`src/rtl/bus_arbiter_pkg.sv`:
```
// Shared bus-arbiter constants: channel count, owner index width,
// well-known master slots and active-low enable levels.
package bus_arbiter_pkg;
  localparam int BUS_MASTER_CH = 4;
  localparam int BUS_OWNER_W   = 2;

  localparam int BUS_MASTER_IF  = 0;
  localparam int BUS_MASTER_MEM = 1;
  localparam int BUS_MASTER_2   = 2;
  localparam int BUS_MASTER_3   = 3;

  // Request/grant lines are active low.
  localparam logic ENABLE_  = 1'b0;
  localparam logic DISABLE_ = 1'b1;
endpackage

```
`src/rtl/bus_arbiter_if.sv`:
```
// Arbitration handshake bundle between the bus masters and the arbiter.
interface bus_arbiter_if #(
  parameter int N_MASTERS = 4,
  parameter int OWNER_W   = 2
);
  logic [N_MASTERS-1:0] m_req_;
  logic [N_MASTERS-1:0] m_grnt_;
  logic [OWNER_W-1:0]   owner;
  logic                 bus_busy;
  logic                 hold_err;

  // Masters drive requests and see grants / bus status.
  modport master (output m_req_, input m_grnt_, owner, bus_busy, hold_err);
  // The arbiter consumes requests and produces grants / bus status.
  modport slave  (input m_req_, output m_grnt_, owner, bus_busy, hold_err);
endinterface

```
`src/rtl/bus_arbiter_rr_next_owner.sv`:
```
// Rotating priority search: first active-low request after the current
// owner, wrapping modulo N_MASTERS, never selecting the owner itself.
module rr_next_owner
  import bus_arbiter_pkg::*;
#(
  parameter int N_MASTERS = 4,
  parameter int OWNER_W   = 2
) (
  input  logic [OWNER_W-1:0]   owner,
  input  logic [N_MASTERS-1:0] req_,
  output logic [OWNER_W-1:0]   next_idx,
  output logic                 found
);
  logic [OWNER_W-1:0] idx;

  // Scan owner+1 .. owner+N-1; power-of-two width makes the wrap free.
  always_comb begin
    next_idx = owner;
    found    = 1'b0;
    idx      = owner;
    for (int k = 1; k < N_MASTERS; k++) begin
      idx = owner + OWNER_W'(k);
      if (!found && req_[idx] == ENABLE_) begin
        found    = 1'b1;
        next_idx = idx;
      end
    end
  end
endmodule

```
`src/rtl/bus_arbiter.sv`:
```
// Round-robin bus arbiter with parked grant and contended-hold watchdog.
module bus_arbiter
  import bus_arbiter_pkg::*;
#(
  parameter int N_MASTERS = BUS_MASTER_CH,
  parameter int OWNER_W   = BUS_OWNER_W,
  parameter int MAX_HOLD  = 64
) (
  input  logic          clk,
  input  logic          reset,
  bus_arbiter_if.slave  bus
);
  logic [OWNER_W-1:0]   owner_q, rr_idx, next_owner;
  logic [N_MASTERS-1:0] grnt_q;
  logic                 rr_found, contended;
  logic [15:0]          hold_cnt;
  logic                 hold_err_q;

  rr_next_owner #(.N_MASTERS(N_MASTERS), .OWNER_W(OWNER_W)) u_rr (
    .owner    (owner_q),
    .req_     (bus.m_req_),
    .next_idx (rr_idx),
    .found    (rr_found)
  );

  // Ownership moves only when the owner has released and someone else waits.
  always_comb begin
    next_owner = owner_q;
    if (bus.m_req_[owner_q] == DISABLE_ && rr_found)
      next_owner = rr_idx;
  end

  // Owner still requesting while another master has its request low.
  // grnt_q is high on every non-owner bit, so it masks the owner out.
  assign contended = (bus.m_req_[owner_q] == ENABLE_) &&
                     (|(~bus.m_req_ & grnt_q));

  // Owner index and one-hot-low grant share one next_owner value.
  always_ff @(posedge clk) begin
    if (reset) begin
      owner_q <= '0;
      grnt_q  <= ~N_MASTERS'(1);
    end else begin
      owner_q <= next_owner;
      grnt_q  <= ~(N_MASTERS'(1) << next_owner);
    end
  end

  // Watchdog: count contended cycles (saturating), pulse once at MAX_HOLD.
  always_ff @(posedge clk) begin
    if (reset) begin
      hold_cnt   <= '0;
      hold_err_q <= 1'b0;
    end else begin
      hold_err_q <= contended && (hold_cnt == 16'(MAX_HOLD - 1));
      if (contended)
        hold_cnt <= (hold_cnt == 16'hFFFF) ? hold_cnt : hold_cnt + 16'd1;
      else
        hold_cnt <= '0;
    end
  end

  assign bus.owner    = owner_q;
  assign bus.m_grnt_  = grnt_q;
  assign bus.bus_busy = (bus.m_req_[owner_q] == ENABLE_);
  assign bus.hold_err = hold_err_q;
endmodule

```
`src/flat_wrapper.sv`:
```
// flat-port wrapper written by rule: the top's interface ports become plain ports
module bus_arbiter_flat import bus_arbiter_pkg::*;
#(
  parameter int N_MASTERS = BUS_MASTER_CH,
  parameter int OWNER_W   = BUS_OWNER_W,
  parameter int MAX_HOLD  = 64
)
  (clk, reset, bus_m_req_, bus_m_grnt_, bus_owner, bus_bus_busy, bus_hold_err);
  bus_arbiter_if #(.N_MASTERS(N_MASTERS), .OWNER_W(OWNER_W)) bus_i ();
  input  logic clk;
  input  logic reset;
  input wire logic [$bits(bus_i.m_req_)-1:0] bus_m_req_;
  output wire logic [$bits(bus_i.m_grnt_)-1:0] bus_m_grnt_;
  output wire logic [$bits(bus_i.owner)-1:0] bus_owner;
  output wire logic [$bits(bus_i.bus_busy)-1:0] bus_bus_busy;
  output wire logic [$bits(bus_i.hold_err)-1:0] bus_hold_err;
  assign bus_i.m_req_ = bus_m_req_;
  assign bus_m_grnt_ = bus_i.m_grnt_;
  assign bus_owner = bus_i.owner;
  assign bus_bus_busy = bus_i.bus_busy;
  assign bus_hold_err = bus_i.hold_err;
  bus_arbiter #(.N_MASTERS(N_MASTERS), .OWNER_W(OWNER_W), .MAX_HOLD(MAX_HOLD)) u_core (.clk(clk), .reset(reset), .bus(bus_i));
endmodule
```
`config.mk`:
```
export PLATFORM = sky130hd
export DESIGN_NAME = bus_arbiter_flat
export DESIGN_NICKNAME = d
export VERILOG_FILES = /design/src/rtl/bus_arbiter_pkg.sv /design/src/rtl/bus_arbiter_if.sv /design/src/rtl/bus_arbiter_rr_next_owner.sv /design/src/rtl/bus_arbiter.sv /design/src/flat_wrapper.sv
export SDC_FILE = /design/constraint.sdc
export NUM_CORES = 1
export LEC_CHECK = 0
export CAP_MARGIN = 25
export CORE_MARGIN = 5
export CORE_UTILIZATION = 53
export DETAILED_ROUTE_END_ITERATION = 16
export GPL_TIMING_DRIVEN = 0
export HOLD_SLACK_MARGIN = 0.03
export PLACE_DENSITY = 0.85
export SYNTH_ARGS = -nofsm -noshare
export SYNTH_HDL_FRONTEND = slang
export SYNTH_SLANG_ARGS = --single-unit
```
`constraint.sdc`:
```
create_clock -name clk -period 2.6 [get_ports clk]
set_input_delay 0.26 -clock clk [delete_from_list [all_inputs] [get_ports clk]]
set_output_delay 0.26 -clock clk [all_outputs]
set_load 0.02 [all_outputs]
```
==> flow_metrics.py, run 1 <==
metrics = {
    "clock_tree": {
        "tritoncts.num_buffers": 3,
        "cts_max_path_buffers": 2,
        "cts_root_buf": "clkbuf_4",
        "ctsHoldBuffers": 0,
        "h-tree-depth": 1,
        "postCtsSetupBuffers": 0,
        "insertion_delay_ns": 0.31,
        "cts_tree": "yes",
        "cts_resized": 0,
        "cts.sinks": 23,
        "cts.clk_slew.worst_paths_ns": 0.12,
    },
    "pwr": {
        "seq_power_share_pct": 59.3,
        "intPower_mw": 0.468,
        "fin_total_pwr_mw": 0.627,
        "p_switching_mw": 0.159,
        "p_comb_share_pct": 14.6,
        "swShare_pct": 25.4,
        "clock_power_share_pct": 26.1,
        "power_density_nw_per_um2": 468,
        "peakVddDrop_uv": 311,
        "p_leak_nw": 0.444,
    },
    "placed_design": {
        "dp_hpwl_um": 1800,
        "io_buffers": 13,
        "place_ws_ns": 0.377,
        "routabilityCongestion": 0.805,
        "dpl_cell_area_sq_um": 1310,
    },
    "synthesis": {
        "synth_top_area_cell": "dfxtp_1",
        "syn-cell-area_sq_um": 1150,
        "syn_inst": 130,
        "avgSynthCellArea_sq_um": 8.84,
        "synth_nets": 137,
        "synth_cell_types": 42,
        "synth_top_area_share_pct": 40.1,
        "synthTopCellsByArea": "dfxtp_1 (40%), nor2_1 (5.2%), and4_1 (3.1%), xnor2_1 (3.1%), nor4_1 (2.7%)",
        "synth_seq_cells": 23,
        "ys_seq_area_share_pct": 40.1,
        "yosys_warnings": 0,
    },
    "timing": {
        "rsz0062_at_grt": "no",
        "fmax_mhz": 440,
        "final_hold_viol_count": 0,
        "setup_viol": 0,
        "skew_ns": 0.00131,
        "tightest_slew_ns": 0.653,
        "finalSetupTns_ns": 0,
        "max-slew-margin-rel_pct": 56.1,
        "setup_ws_ns": 0.327,
        "period_minus_slack_ns": 2.27,
        "finalCritPeriodShare_pct": 87.4,
        "slew_violations": 0,
        "hold_slack_ns": 0.494,
    },
    "finish": {
        "final_nets": 155,
        "mostFrequentLayoutCells": "dfxtp_1 (23), nor2_1 (16), clkdlybuf4s50_1 (13)",
        "drive_gt1_share_pct": 10.9,
        "num_antenna_cells": 0,
        "fin_area_sq_um": 1340,
        "seq_area_sq_um": 460,
        "area_delta_synth_final_pct": 16.6,
        "fillers": 171,
        "final_common_cell": "dfxtp_1",
        "multi_input_area_sq_um": 627,
    },
    "routing": {
        "antenna_left": 0,
        "drc_errors": 0,
        "dr_total_vias": 1042,
        "firstDrtPassIters": 4,
        "routedWlPerCell_um": 13.8,
        "via_per_inst": 5.99,
        "drt_iter0_markers": 29,
        "routed_wl_um": 2410,
    },
    "global_route": {
        "use_met3_pct": 2.06,
        "antenna_found_initial": 0,
        "use_met2_pct": 27.7,
        "grt_use_met1_pct": 22.3,
        "grt_max_degree": 13,
        "grt_pass1_vias": 992,
        "overflow": 0,
        "grt_first_pass_wirelength_um": 4440,
        "grt_usage_pct": 17.2,
        "grt.busiest_layer": "met2",
    },
    "floorplanning": {
        "die_area_sq_um": 3200,
        "die_h_um": 56.6,
        "start_util_pct": 56.8,
        "core-area_sq_um": 2020,
        "die_x_um": 56.6,
        "row_count": 16,
        "io_pins": 14,
    },
    "setup_path": {
        "cp_max_fo": 7,
        "cp_data_arrival_time_ns": 2.01,
        "required_ns": 2.34,
        "start_kind": "flop",
        "cp-end-kind": "primary output",
        "worst-r2r-setup-slack_ns": 0.57,
        "crit_type": "flop to primary output",
    },
    "flow_run": {
        "maxCapViolations": 0,
    },
    "status": {
        "outcome": "complete, no violations",
    },
    "hold_path": {
        "hp-class": "flop to flop",
    },
}
## sequential cells by signal, summed over array words and instances, names as in the netlist
register and cells:
u_core.bus.hold_err 1, u_core.bus.owner 2, u_core.hold_cnt 16, u_core.bus.m_grnt_ 4
## per-layer routing
layer  up-vias  part of all wire [%]
li1        523                     -
met1       496                    45
met2        18                    49
met3         5                   3.3
met4         0                   2.0
met5         -                     0
## worst max-delay path: stages, from the launching register on
cell and delay, ns:
dfxtp_1 0.49, mux4_2 0.56, inv_1 0.07, clkdlybuf4s50_1 0.59
## synthesized netlist by cell type
cell type	instances
dfxtp_1	23
nor2_1	16
inv_1	7
a21oi_1	6
nand2_1	6
nor3_1	5
nor4_1	5
a31oi_1	4
and4_1	4
nand3_1	4
nand4_1	4
xnor2_1	4
and3_1	3
nand2b_1	3
nor3_2	3
o21ai_0	3
a211oi_1	2
o31ai_1	2
or3_1	2
or4_1	2
a2111oi_0	1
a211o_1	1
a211oi_2	1
a22oi_1	1
a311o_1	1
a32o_1	1
and2_2	1
and3_2	1
and4_2	1
buf_2	1
buf_6	1
buf_8	1
clkbuf_1	1
ha_1	1
mux4_2	1
nand4_2	1
nor2b_1	1
nor3b_1	1
o21a_1	1
o221ai_1	1
o32ai_1	1
or3b_2	1
## stage by stage
stage	utilization, %	instances
after global placement	64.9	170
after CTS	66.2	174
after global routing	66.2	174
after floorplan	-	130
final	66.2	174
after detailed placement	64.9	170
## path summary, 6_finish.rpt
| kind | start | end | cells past startpoint |
|---|---|---|---|
| worst max-delay path | u_core.bus.owner[1] | bus_bus_busy | 3 |
| worst min-delay path | u_core.hold_cnt[1] | u_core.hold_cnt[1] | 2 |
| worst max register to register | u_core.hold_cnt[0] | u_core.hold_cnt[5] | 6 |
| worst min register to register | u_core.hold_cnt[1] | u_core.hold_cnt[1] | 2 |
## cells by family (layout without fill, tap and decap cells)
logic type               Yosys count  count (layout)  synth area share [%]
AO/OA/AOI/OAI                     26              26                  15.9
XOR/XNOR                           4               4                  3.05
adder cells (fa/ha/maj)            1               1                  1.09
buffers and inverters             11              28                  5.34
flip-flops                        23              23                  40.1
multiplexers                       1               1                  1.96
AND/OR/NAND/NOR                   64              64                  32.6
## power groups by stage
| stage | combinational [mW] | clock [mW] | sequential (mW) |
|---|---|---|---|
| 3_5_place_dp | 0.0917 | 0 | 0.380 |
| 4_1_cts | 0.0922 | 0.166 | 0.372 |
| 6_report | 0.0915 | 0.164 | 0.372 |
| 2_1_floorplan | 0.0440 | 0 | 0.387 |
| 5_1_grt | 0.0984 | 0.181 | 0.374 |
| 3_3_place_gp | 0.0884 | 0 | 0.379 |
## final cells by class
type | count | area share [%]
buffer | 4 | 2.62
multi-input combinational | 96 | 46.8
tap | 27 | 2.52
timing repair buffer | 13 | 9.72
inverter | 7 | 1.96
sequential | 23 | 34.4
clock buffer | 4 | 1.96
No activity file was read; power rests on OpenSTA's default activity.
==> inputs of run 2 (changes only) <==
Clock period 2.6 ns to 2.2 ns, I/O delays scaled along.
==> run 2 against run 1 <==
Final cell count unchanged. Critical endpoint unchanged. Worst hold slack got worse by 0.0011 ns. Global-route usage stayed put. Core utilization is 0.37 points higher.
==> flow_metrics.py, run 2 (synthesis gave the netlist of run 1 again) <==
metrics = {
    "status": {
        "outcome": "complete, no violations",
    },
    "timing": {
        "rsz0062_at_grt": "no",
        "max-slew-margin-rel_pct": 59.6,
        "hold_slack_ns": 0.493,
        "period_minus_slack_ns": 2.14,
        "setup_viol": 0,
        "fmax_mhz": 468,
        "finalCritPeriodShare_pct": 97.1,
        "skew_ns": 0.00470,
        "final_hold_viol_count": 0,
        "setup_ws_ns": 0.0632,
        "slew_violations": 0,
        "finalSetupTns_ns": 0,
        "tightest_slew_ns": 0.601,
    },
    "pwr": {
        "power_density_nw_per_um2": 552,
        "p_leak_nw": 0.444,
        "fin_total_pwr_mw": 0.743,
        "peakVddDrop_uv": 373,
    },
    "routing": {
        "via_per_inst": 6.11,
        "routedWlPerCell_um": 14.1,
        "firstDrtPassIters": 5,
        "antenna_left": 0,
        "dr_total_vias": 1064,
        "routed_wl_um": 2450,
        "drt_iter0_markers": 12,
        "drc_errors": 0,
    },
    "finish": {
        "drive_gt1_share_pct": 12.2,
        "area_delta_synth_final_pct": 17.2,
        "stdcell_count": 174,
        "fin_util_pct": 66.6,
        "final_common_cell": "dfxtp_1",
        "final_nets": 155,
        "top_register": "u_core.hold_cnt",
        "num_antenna_cells": 0,
        "mostFrequentLayoutCells": "dfxtp_1 (22), nor2_1 (16), clkdlybuf4s50_1 (13)",
        "largest_register_ffs": 16,
        "fin_area_sq_um": 1350,
    },
    "setup_path": {
        "cp_max_fo": 7,
        "crit_chain": "mux4_2, inv_1, clkdlybuf4s50_1",
        "cp_top_family": "buffers and inverters",
        "crit_path_top_delay_cell": "clkdlybuf4s50_1",
        "required_ns": 1.98,
        "cp_data_arrival_time_ns": 1.92,
        "crit_buf_inv": 2,
        "crit_type": "flop to primary output",
        "start_kind": "flop",
        "cp-end-kind": "primary output",
        "cpPeakStageDelay_ns": 0.59,
    },
    "clock_tree": {
        "cts.clk_slew.worst_paths_ns": 0.12,
        "tritoncts.num_buffers": 3,
        "cts_root_buf": "clkbuf_4",
        "h-tree-depth": 1,
        "postCtsSetupBuffers": 0,
        "insertion_delay_ns": 0.31,
        "cts_tree": "yes",
        "cts.sinks": 23,
        "cts_max_path_buffers": 2,
        "ctsHoldBuffers": 0,
        "cts_resized": 1,
    },
    "global_route": {
        "grt_use_met1_pct": 22.3,
        "grt_usage_pct": 17.2,
        "overflow": 0,
        "grt_first_pass_wirelength_um": 4440,
        "use_met3_pct": 2.06,
        "grt_max_degree": 13,
        "use_met2_pct": 27.7,
        "grt_pass1_vias": 992,
        "antenna_found_initial": 0,
        "grt.busiest_layer": "met2",
    },
    "placed_design": {
        "dp.cells": 170,
        "dpl_cell_area_sq_um": 1310,
        "routabilityCongestion": 0.805,
        "place_ws_ns": 0.0566,
        "dp_hpwl_um": 1800,
        "io_buffers": 13,
    },
    "floorplanning": {
        "die_h_um": 56.6,
        "core-area_sq_um": 2020,
        "io_pins": 14,
        "row_count": 16,
        "start_util_pct": 56.8,
        "die_area_sq_um": 3200,
        "die_x_um": 56.6,
    },
    "hold_path": {
        "hp-class": "flop to flop",
    },
    "flow_run": {
        "maxCapViolations": 0,
    },
}
## run 2: cell counts in the layout (fill, tap and decap cells not counted)
Identical to the previous run, type by type.
## run 2: routing by layer
| layer | wire (um) | up-vias |
|---|---|---|
| met1 | 1110 | 508 |
| met4 | 48 | 0 |
| met3 | 104 | 5 |
| met2 | 1190 | 25 |
| li1 | - | 526 |
| met5 | 0 | - |
## run 2: cell type report
cell class,count,area (sq um)
inverter,7,26.3
fill,170,676
multi-input combinational,96,633
buffer,4,35.0
timing repair buffer,13,130
sequential,23,462
clock buffer,4,26.3
tap,27,33.8
## run 2: tightest hold or removal path: stages (launching register included)
cell     delay [ns]
dfxtp_1        0.35
nand2_1        0.06
a21oi_1        0.05
## run 2: path summary, 6_finish.rpt
kind	end	slack [ns]	start	depth (start not counted)
setup / recovery	bus_bus_busy	0.06	u_core.bus.owner[1]	3
hold / removal	u_core.hold_cnt[1]	0.49	u_core.hold_cnt[1]	2
setup reg to reg	u_core.hold_cnt[5]	0.18	u_core.hold_cnt[0]	6
hold reg to reg	u_core.hold_cnt[1]	0.49	u_core.hold_cnt[1]	2
## run 2: power by group
part | switching (mW) | total [mW] | leakage, nW | internal (mW)
registers | 0.0114 | 0.440 | 0.187 | 0.428
clock network | 0.123 | 0.194 | 0.0150 | 0.0710
logic | 0.0546 | 0.109 | 0.242 | 0.0543
total | 0.189 | 0.743 | 0.444 | 0.553
